==> config.mk <==
export PLATFORM = sky130hd
export DESIGN_NAME = hypot_req_arbiter_flat
export DESIGN_NICKNAME = d
export VERILOG_FILES = /design/src/rtl/hypot_req_if.sv /design/src/rtl/hypot_req_arbiter.sv /design/src/flat_wrapper.sv
export SDC_FILE = /design/constraint.sdc
export NUM_CORES = 1
export LEC_CHECK = 0
export CAP_MARGIN = 30
export CORE_AREA = 2 2 69 85
export CTS_CLUSTER_DIAMETER = 100
export DETAILED_ROUTE_END_ITERATION = 8
export DIE_AREA = 0 0 71 87
export PLACE_DENSITY = 0.94
export SLEW_MARGIN = 15
export SYNTH_ARGS = -nofsm -noshare
export SYNTH_HDL_FRONTEND = slang
export SYNTH_SLANG_ARGS = --single-unit
==> constraint.sdc <==
create_clock -name clk -period 4.6 [get_ports clk]
set_clock_uncertainty 0.1 [all_clocks]
set_input_delay 0.46 -clock clk [delete_from_list [all_inputs] [get_ports clk]]
set_output_delay 0.46 -clock clk [all_outputs]
set_load 0.03 [all_outputs]
==> src/rtl/hypot_req_if.sv <==
// Requester-side job and response bundle for the hypotenuse arbiter.
// The master side is held by the requesters, the slave side by the arbiter.
interface hypot_req_if #(
  parameter int NUM_REQ = 4,
  parameter int DW      = 8
);
  localparam int ID_W = $clog2(NUM_REQ);

  logic [NUM_REQ-1:0]    req_valid;
  logic [NUM_REQ-1:0]    req_ready;
  logic [NUM_REQ*DW-1:0] req_x;
  logic [NUM_REQ*DW-1:0] req_y;
  logic                  rsp_valid;
  logic                  rsp_ready;
  logic [ID_W-1:0]       rsp_id;
  logic [DW-1:0]         rsp_root;
  logic                  rsp_err;

  modport master (
    output req_valid, req_x, req_y, rsp_ready,
    input  req_ready, rsp_valid, rsp_id,
    input  rsp_root, rsp_err
  );

  modport slave (
    input  req_valid, req_x, req_y, rsp_ready,
    output req_ready, rsp_valid, rsp_id,
    output rsp_root, rsp_err
  );
endinterface

==> src/rtl/hypot_req_arbiter.sv <==
// Round-robin front end sharing one iterative hypotenuse engine,
// with a completion timeout and id-tagged responses.
module hypot_req_arbiter #(
  parameter int NUM_REQ = 4,
  parameter int DW      = 8,
  parameter int TIMEOUT = 31
) (
  input  logic          clk,
  input  logic          rst,
  hypot_req_if.slave    bus,
  output logic          eng_start,
  output logic [DW-1:0] eng_x,
  output logic [DW-1:0] eng_y,
  input  logic          eng_done,
  input  logic [DW-1:0] eng_root,
  output logic          busy
);
  localparam int ID_W = $clog2(NUM_REQ);
  localparam int TW =
    (TIMEOUT > 1) ? $clog2(TIMEOUT) : 1;

  typedef enum logic [1:0] {
    S_IDLE, S_ISSUE, S_WAIT, S_RESP
  } state_t;

  state_t          state;
  logic [ID_W-1:0] last_grant;
  logic [TW-1:0]   timer;
  logic [ID_W-1:0] gnt_id;
  logic [ID_W-1:0] cand;
  logic            gnt_hit;

  // first valid requester after the last one served
  always_comb begin
    gnt_hit = 1'b0;
    gnt_id  = '0;
    cand    = '0;
    for (int k = 1; k <= NUM_REQ; k++) begin
      cand = ID_W'((int'(last_grant) + k) % NUM_REQ);
      if (!gnt_hit && bus.req_valid[cand]) begin
        gnt_hit = 1'b1;
        gnt_id  = cand;
      end
    end
  end

  always_comb begin
    bus.req_ready = '0;
    if (state == S_IDLE && !rst && gnt_hit)
      bus.req_ready[gnt_id] = 1'b1;
  end

  assign busy = (state != S_IDLE);

  always_ff @(posedge clk) begin
    if (rst) begin
      state        <= S_IDLE;
      last_grant   <= ID_W'(NUM_REQ - 1);
      timer        <= '0;
      eng_start    <= 1'b0;
      eng_x        <= '0;
      eng_y        <= '0;
      bus.rsp_valid <= 1'b0;
      bus.rsp_id   <= '0;
      bus.rsp_root <= '0;
      bus.rsp_err  <= 1'b0;
    end else begin
      unique case (state)
        S_IDLE: begin
          if (gnt_hit) begin
            eng_x      <= bus.req_x[gnt_id*DW +: DW];
            eng_y      <= bus.req_y[gnt_id*DW +: DW];
            bus.rsp_id <= gnt_id;
            eng_start  <= 1'b1;
            state      <= S_ISSUE;
          end
        end
        S_ISSUE: begin
          eng_start <= 1'b0;
          timer     <= '0;
          state     <= S_WAIT;
        end
        S_WAIT: begin
          // a completion on the last allowed cycle still counts
          if (eng_done) begin
            bus.rsp_root  <= eng_root;
            bus.rsp_err   <= 1'b0;
            bus.rsp_valid <= 1'b1;
            state         <= S_RESP;
          end else if (timer == TW'(TIMEOUT - 1)) begin
            bus.rsp_root  <= '0;
            bus.rsp_err   <= 1'b1;
            bus.rsp_valid <= 1'b1;
            state         <= S_RESP;
          end else begin
            timer <= timer + 1'b1;
          end
        end
        S_RESP: begin
          if (bus.rsp_ready) begin
            bus.rsp_valid <= 1'b0;
            last_grant    <= bus.rsp_id;
            state         <= S_IDLE;
          end
        end
        default: state <= S_IDLE;
      endcase
    end
  end
endmodule
==> src/flat_wrapper.sv <==
// flat-port wrapper written by rule: the top's interface ports become plain ports
module hypot_req_arbiter_flat 
#(
  parameter int NUM_REQ = 4,
  parameter int DW      = 8,
  parameter int TIMEOUT = 31
)
  (clk, rst, eng_start, eng_x, eng_y, eng_done, eng_root, busy, bus_req_valid, bus_req_x, bus_req_y, bus_rsp_ready, bus_req_ready, bus_rsp_valid, bus_rsp_id, bus_rsp_root, bus_rsp_err);
  hypot_req_if #(.NUM_REQ(NUM_REQ), .DW(DW)) bus_i ();
  input  logic clk;
  input  logic rst;
  output logic eng_start;
  output logic [DW-1:0] eng_x;
  output logic [DW-1:0] eng_y;
  input  logic eng_done;
  input  logic [DW-1:0] eng_root;
  output logic busy;
  input wire logic [$bits(bus_i.req_valid)-1:0] bus_req_valid;
  input wire logic [$bits(bus_i.req_x)-1:0] bus_req_x;
  input wire logic [$bits(bus_i.req_y)-1:0] bus_req_y;
  input wire logic [$bits(bus_i.rsp_ready)-1:0] bus_rsp_ready;
  output wire logic [$bits(bus_i.req_ready)-1:0] bus_req_ready;
  output wire logic [$bits(bus_i.rsp_valid)-1:0] bus_rsp_valid;
  output wire logic [$bits(bus_i.rsp_id)-1:0] bus_rsp_id;
  output wire logic [$bits(bus_i.rsp_root)-1:0] bus_rsp_root;
  output wire logic [$bits(bus_i.rsp_err)-1:0] bus_rsp_err;
  assign bus_i.req_valid = bus_req_valid;
  assign bus_i.req_x = bus_req_x;
  assign bus_i.req_y = bus_req_y;
  assign bus_i.rsp_ready = bus_rsp_ready;
  assign bus_req_ready = bus_i.req_ready;
  assign bus_rsp_valid = bus_i.rsp_valid;
  assign bus_rsp_id = bus_i.rsp_id;
  assign bus_rsp_root = bus_i.rsp_root;
  assign bus_rsp_err = bus_i.rsp_err;
  hypot_req_arbiter #(.NUM_REQ(NUM_REQ), .DW(DW), .TIMEOUT(TIMEOUT)) u_core (.clk(clk), .rst(rst), .bus(bus_i), .eng_start(eng_start), .eng_x(eng_x), .eng_y(eng_y), .eng_done(eng_done), .eng_root(eng_root), .busy(busy));
endmodule
Word-level counts from Yosys, hierarchy flattened
Index checks and enable logic that the tools add are counted.
{"block": "op_classes", "eq_ne": 9, "magnitude_cmp": 6, "n_shift": 2, "n_addsub": 5, "muxes": 36, "reduce_logical": 23}
{"cell": "$shiftx A32 B6 Y8", "count": 2}
{"cell": "$mux W2", "count": 8}
{"cell": "$mux W8", "count": 2}
{"cell": "$lt A2 B3 Y1 const B", "count": 5}
{"cell": "$mux W1", "count": 14}
{"cell": "$mux W5", "count": 2}
{"cell": "$pmux W5 S2", "count": 1}
{"cell": "$reduce_bool A2 Y1", "count": 5}
{"cell": "$reduce_and A3 Y1", "count": 3}
{"cell": "$bmux W1 S2", "count": 4}
{"cell": "$pmux W2 S4", "count": 1}
{"cell": "$reduce_and A2 Y1", "count": 4}
{"cell": "$logic_and A1 B1 Y1", "count": 6}
{"cell": "$ne A2 B2 Y1 const B", "count": 3}
{"cell": "$add A5 B1 Y5 const B", "count": 1}
{"cell": "$eq A5 B5 Y1 const B", "count": 1}
{"cell": "$add A2 B1 Y2 const B", "count": 2}
{"cell": "$add A2 B2 Y2 const B", "count": 2}
{"cell": "$eq A2 B2 Y1 const B", "count": 2}
{"cell": "$logic_not A1 Y1", "count": 4}
{"cell": "$mux W4", "count": 1}
{"cell": "$pmux W1 S2", "count": 2}
{"cell": "$ne A3 B2 Y1 const B", "count": 1}
{"cell": "$demux W1 S2", "count": 1}
{"cell": "4 further kinds", "count": 4}
{"block": "totals", "elab_cells": 91, "ff_bits": 38}

Longest topological paths before layout
{"block": "depth", "ltp_word": 18, "ltp_mapped": 9}

Worst setup path after synthesis
Ideal clock, no wire load.
{"block": "synth_timing", "path_kind": "input -> output", "startpoint": "input port bus_req_valid[2]", "endpoint": "output port bus_req_ready[0]", "cell_stages": 6, "required_time_ns": 4.040, "arrival_time_ns": 1.884, "path_slack_ns": 2.156, "path_cell_list": "buf_2 > o21bai_1 > a311o_1 > buf_6 > buf_8 > nor3b_1"}
{"block": "synth_between", "elab_chain_len": 17, "word_cells_on_any_way": 29, "cone_classes": "order compare: 2; mux: 19; reduce/logical: 8"}
{"item": "start: declaration", "line_no": "flat_wrapper.sv:18", "rtl": "input wire logic [$bits(bus_i.req_valid)-1:0] bus_req_valid;"}
{"item": "$bmux W1 S2", "line_no": "hypot_req_arbiter.sv:40", "rtl": "if (!gnt_hit && bus.req_valid[cand]) begin"}
{"item": "$mux W1 (implied by the code)", "line_no": "hypot_req_arbiter.sv:40"}
{"item": "$mux W1", "line_no": "hypot_req_arbiter.sv:40"}
{"item": "$logic_not A1 Y1", "line_no": "hypot_req_arbiter.sv:40"}
{"item": "$logic_and A1 B1 Y1", "line_no": "hypot_req_arbiter.sv:40"}
{"item": "$mux W1", "line_no": "hypot_req_arbiter.sv:40"}
{"item": "$logic_not A1 Y1", "line_no": "hypot_req_arbiter.sv:40"}
{"item": "$logic_and A1 B1 Y1", "line_no": "hypot_req_arbiter.sv:40"}
{"item": "$mux W1", "line_no": "hypot_req_arbiter.sv:40"}
{"item": "$logic_not A1 Y1", "line_no": "hypot_req_arbiter.sv:40"}
{"item": "$logic_and A1 B1 Y1", "line_no": "hypot_req_arbiter.sv:40"}
{"item": "$mux W2", "line_no": "hypot_req_arbiter.sv:40"}
{"item": "$lt A2 B3 Y1 (implied by the code) / $ge A2 B1 Y1 (equally long branches)", "line_no": "hypot_req_arbiter.sv:50", "rtl": "bus.req_ready[gnt_id] = 1'b1;"}
{"item": "$logic_and A1 B1 Y1 (implied by the code)", "line_no": "hypot_req_arbiter.sv:50"}
{"item": "$mux W1 (implied by the code)", "line_no": "hypot_req_arbiter.sv:50"}
{"item": "$demux W1 S2"}
{"item": "$mux W4 *", "line_no": "hypot_req_arbiter.sv:49", "rtl": "if (state == S_IDLE && !rst && gnt_hit)"}
{"item": "end: declaration", "line_no": "flat_wrapper.sv:22", "rtl": "output wire logic [$bits(bus_i.req_ready)-1:0] bus_req_ready;"}
Every way passes the cells marked *; elsewhere a longest branch is shown, timed or not. The select of a mux whose other input is x is not followed.

Worst setup path after layout
{"block": "layout_timing", "startpoint": "input port bus_req_valid[3]", "endpoint": "output port bus_req_ready[0]"}
The elaborated chain is that of the path after synthesis.

==> metrics.log <==
[metrics] status: finished, final reports clean
[metrics] achievable clock frequency: 295 MHz
[metrics] post-synth cell types: between 40 and 50
[metrics] cells along the critical path: clkdlybuf4s50_1 -> nor2_1 -> a21o_1 -> nor3b_1 -> clkdlybuf4s50_1
[metrics] area inside the core boundary: approximately 0.0054 mm2
[metrics] pwr/cell area: approximately 470 mW/mm2
[metrics] post-DR wirelength/cell: about 14 um
[metrics] Syn Std Cell Area: ~0.0022 mm2
[metrics] die outline width: a little over 70 um
[metrics] synth warn: 0
[metrics] worst-case headroom to the max-slew limit: 43.1%
[metrics] Buffers & Inverters on Critical Path: 2
[metrics] clock root cell: sky130_fd_sc_hd__clkbuf_8
[metrics] share of synthesized flip-flops with an asynchronous set or reset: 0%
[metrics] actual transition at the worst max-transition pin: between 0.8 and 0.9 ns
[metrics] startpoint type of the worst setup path: input port
[metrics] clock tree from TritonCTS: done
[metrics] worst supply voltage drop on vdd: between 0.00015 and 0.0002 V
[metrics] slowest library cell on the worst path: sky130_fd_sc_hd__clkdlybuf4s50_1
[metrics] share of layout cells above drive strength 1: 3.86%
[metrics] clock-pin slew reported for the worst setup and hold paths after clock tree synthesis: ~0.080 ns
[metrics] aggregate global-route resource usage: 20.9%
[metrics] number of stages on the worst hold path: 2
[metrics] total number of vias: between 2000 and 2500
[metrics] highest net fanout along the worst path: 20
[metrics] part of the cycle the worst path needs: 73.7%
[metrics] starting density of the core: about 41%
[metrics] cell family with the largest share of critical-path delay: buffers and inverters
[metrics] post-DR vias/cell: ~5.5
[metrics] hold path startpoint: u_core.bus.rsp_err$_SDFFE_PP0P_
[metrics] post-CTS sizing: 0
[metrics] maximum number of pins on one net before global-route repair: 23
[metrics] 1st-iter DRT viols: 150
[metrics] cell with the most instances on the worst path: sky130_fd_sc_hd__clkdlybuf4s50_1
[metrics] antenna cells: 0
[metrics] Area Growth Syn to Fin: 54.1%
[metrics] number of synthesized flops with an enable pin: 0
[metrics] cell count after synthesis: about 290
[metrics] cell taking the most area after synthesis: sky130_fd_sc_hd__dfxtp_1
[metrics] total overflow reported by the global router: 0
[metrics] synthesis-stage register bit count: 38
[metrics] num ports: 114
[metrics] setup repair after global routing missed its margin: no
[metrics] final critical-path required period: between 3 and 4 ns
[metrics] Die Y: 87 um
[metrics] number of hold buffers added after CTS: 0
[metrics] dominant register cell in the synthesized netlist: sky130_fd_sc_hd__dfxtp_1
[metrics] final estimated routing congestion in global placement: roughly 0.86
[metrics] kind of critical path: input port to output port
[metrics] die area: 0.00618 mm2
[metrics] wire length of the first global-routing pass: between 10000 and 15000 um
[metrics] Tot Pwr: between 1.5 and 2 mW
[metrics] net count of the finished layout: around 480
[metrics] register area share after synthesis: 33.9%
[metrics] number of antenna violations at the first check in global routing: 0
[metrics] max capacitance violation total: 0
[metrics] highest-count cells in the layout ignoring fill and taps: sky130_fd_sc_hd__clkdlybuf4s50_1 (113), sky130_fd_sc_hd__nor2_1 (57), sky130_fd_sc_hd__nand2_1 (38), sky130_fd_sc_hd__dfxtp_1 (38), sky130_fd_sc_hd__mux2i_1 (19)
[metrics] aggregate routed wire length: 6520 um
[metrics] maximum clock path buffer count: 2
[metrics] later-pin clock latency in the skew report: 0.29 ns
[metrics] Net Count, Synth: about 370
[metrics] worst r2r path cells: 5
[metrics] Detailed Place HPWL: roughly 5000 um
[metrics] Fin. Hold Viols: 0
[metrics] count of pins over their slew limit: 0
[metrics] most common cell after layout, fill and taps aside: sky130_fd_sc_hd__clkdlybuf4s50_1
[metrics] Worst Hold Class: flip-flop to flip-flop
[metrics] number of port buffers: ~110
[metrics] post-CTS setup repair buffer count: 0
[metrics] vias in the first global route: 2365
[metrics] leakage power total: 1.37 nW
[metrics] endpoint kind of the worst setup timing path: output port
[metrics] leading cell types by total area after synthesis: sky130_fd_sc_hd__dfxtp_1 (34%), sky130_fd_sc_hd__nor2_1 (9.5%), sky130_fd_sc_hd__mux2i_1 (8.5%), sky130_fd_sc_hd__a221o_1 (7.1%), sky130_fd_sc_hd__nand2_1 (6.4%)
[metrics] start of the worst register-to-register path: u_core.last_grant[1]$_SDFFE_PP1P_
[metrics] minimum setup slack among reg-to-reg paths: about 2.5 ns
[metrics] maximum level of the CTS H-tree: 2
[metrics] Total Negative Setup Slacks: 0 ns
[metrics] source of the critical timing path: bus_req_valid[3]
[metrics] data arrival time at the worst-slack endpoint: 2.83 ns
[metrics] floorplan row count: 30
[metrics] mean instance size in the synthesized netlist: roughly 8 um2
[metrics] Antenna Nets Post-Route: 0
[metrics] share of the synthesized area in the top cell type: between 30% and 40%
[metrics] worst stage delay on the critical path: around 0.73 ns
[metrics] clock buffers created by TritonCTS: 5
[metrics] Levels on crit path: 5
[metrics] total number of clock tree sinks: 38
[metrics] Required @ worst endpoint: between 4 and 5 ns
[metrics] detailed-routing iteration count for the pre-antenna-repair pass: 4
[metrics] final count of negative-setup-slack endpoints: 0
[metrics] number of design rule violations left after detail routing: 0
-- cell type report --
type / instances / area, um2
Tap cell: 64 / 80.1
Clock buffer: 6 / 82.6
Timing Repair Buffer: 116 / 1160
Fill cell: 461 / 1990
Multi-Input combinational cell: 220 / 1340
Sequential cell: 38 / 761
Clock inverter: 2 / 12.5
Inverter: 7 / 26.3
-- stage by stage --
step | hold slack (ns) | setup slack, ns | utilization (%) | instance area [um2] | instances
6_report | 0.375 | 1.21 | 63.5 | 3450 | 453
4_1_cts | 0.375 | 1.20 | 63.5 | 3450 | 453
5_1_grt | 0.410 | 1.02 | 63.5 | 3450 | 453
3_5_place_dp | 0.361 | 1.22 | 61.7 | 3360 | 445
2_1_floorplan | 0.357 | 2.16 | - | 2240 | 286
3_3_place_gp | 0.343 | 1.34 | 61.5 | 3350 | 444
-- worst reg2reg max path: cells and delay by family (launching register included) --
family,cells,cell delay [ns]
AND/OR/NAND/NOR,1,0.54
multiplexers,2,0.54
AO/OA/AOI/OAI,2,0.23
flip-flops,1,0.55
-- final timing paths --
check	to
worst max-delay path	bus_req_ready[0]
worst min-delay path	u_core.bus.rsp_err$_SDFFE_PP0P_
worst max register to register	u_core.eng_x[6]$_SDFFE_PP0P_
worst min register to register	u_core.bus.rsp_err$_SDFFE_PP0P_
-- power by group --
part / total [mW] / internal [mW] / switching, mW
clock network: 0.240 / 0.120 / 0.119
logic: 0.900 / 0.384 / 0.516
registers: 0.474 / 0.419 / 0.0548
total: 1.61 / 0.924 / 0.690
-- cells in the mapped netlist, types with 2 or more instances --
| cell | n |
|---|---|
| sky130_fd_sc_hd__dfxtp_1 | 38 |
| sky130_fd_sc_hd__or3_1 | 2 |
| sky130_fd_sc_hd__buf_2 | 9 |
| sky130_fd_sc_hd__o21ai_0 | 10 |
| sky130_fd_sc_hd__clkbuf_1 | 7 |
| sky130_fd_sc_hd__a211oi_1 | 3 |
| sky130_fd_sc_hd__nand2b_1 | 5 |
| sky130_fd_sc_hd__nor2_1 | 57 |
| sky130_fd_sc_hd__buf_6 | 2 |
| sky130_fd_sc_hd__o22ai_1 | 3 |
| sky130_fd_sc_hd__o21ai_1 | 10 |
| sky130_fd_sc_hd__a211o_1 | 2 |
| sky130_fd_sc_hd__inv_1 | 7 |
| sky130_fd_sc_hd__a22oi_1 | 9 |
| sky130_fd_sc_hd__a21oi_1 | 11 |
| sky130_fd_sc_hd__a21o_1 | 2 |
| sky130_fd_sc_hd__ha_1 | 7 |
| sky130_fd_sc_hd__and3_1 | 5 |
| sky130_fd_sc_hd__nand3_1 | 3 |
| sky130_fd_sc_hd__a221o_1 | 16 |
| sky130_fd_sc_hd__nand2_1 | 38 |
| sky130_fd_sc_hd__nor3_1 | 2 |
| sky130_fd_sc_hd__mux2i_1 | 19 |
-- kinds of logic (layout without fill, tap and decap cells) --
family / count (synthesis) / in the layout / synth area share, %
fa+ha+maj: 7 / 7 / 3.91
buf+inv: 28 / 131 / 6.53
mux: 19 / 19 / 8.48
compound gates: 75 / 75 / 24.2
xor+xnor: 1 / 1 / 0.391
simple gates: 118 / 118 / 22.6
flops: 38 / 38 / 33.9
-- state kept, by name, summed over array words and instances, names as in the netlist --
signal	cells
u_core.bus.rsp_err	1
u_core.bus.rsp_id	2
u_core.bus.rsp_root	8
u_core.bus.rsp_valid	1
u_core.eng_start	1
u_core.eng_x	8
u_core.eng_y	8
u_core.last_grant	2
u_core.state	2
u_core.timer	5
-- routing by layer --
metal | wire [um] | global-route usage (%) | vias to the layer above
met4 | 141 | 7.55 | 0
li1 | - | - | 1214
met5 | 0 | 0 | -
met3 | 521 | 5.56 | 15
met2 | 3530 | 39.7 | 106
met1 | 2330 | 22.0 | 1137
No activity file was read; power rests on OpenSTA's default activity.
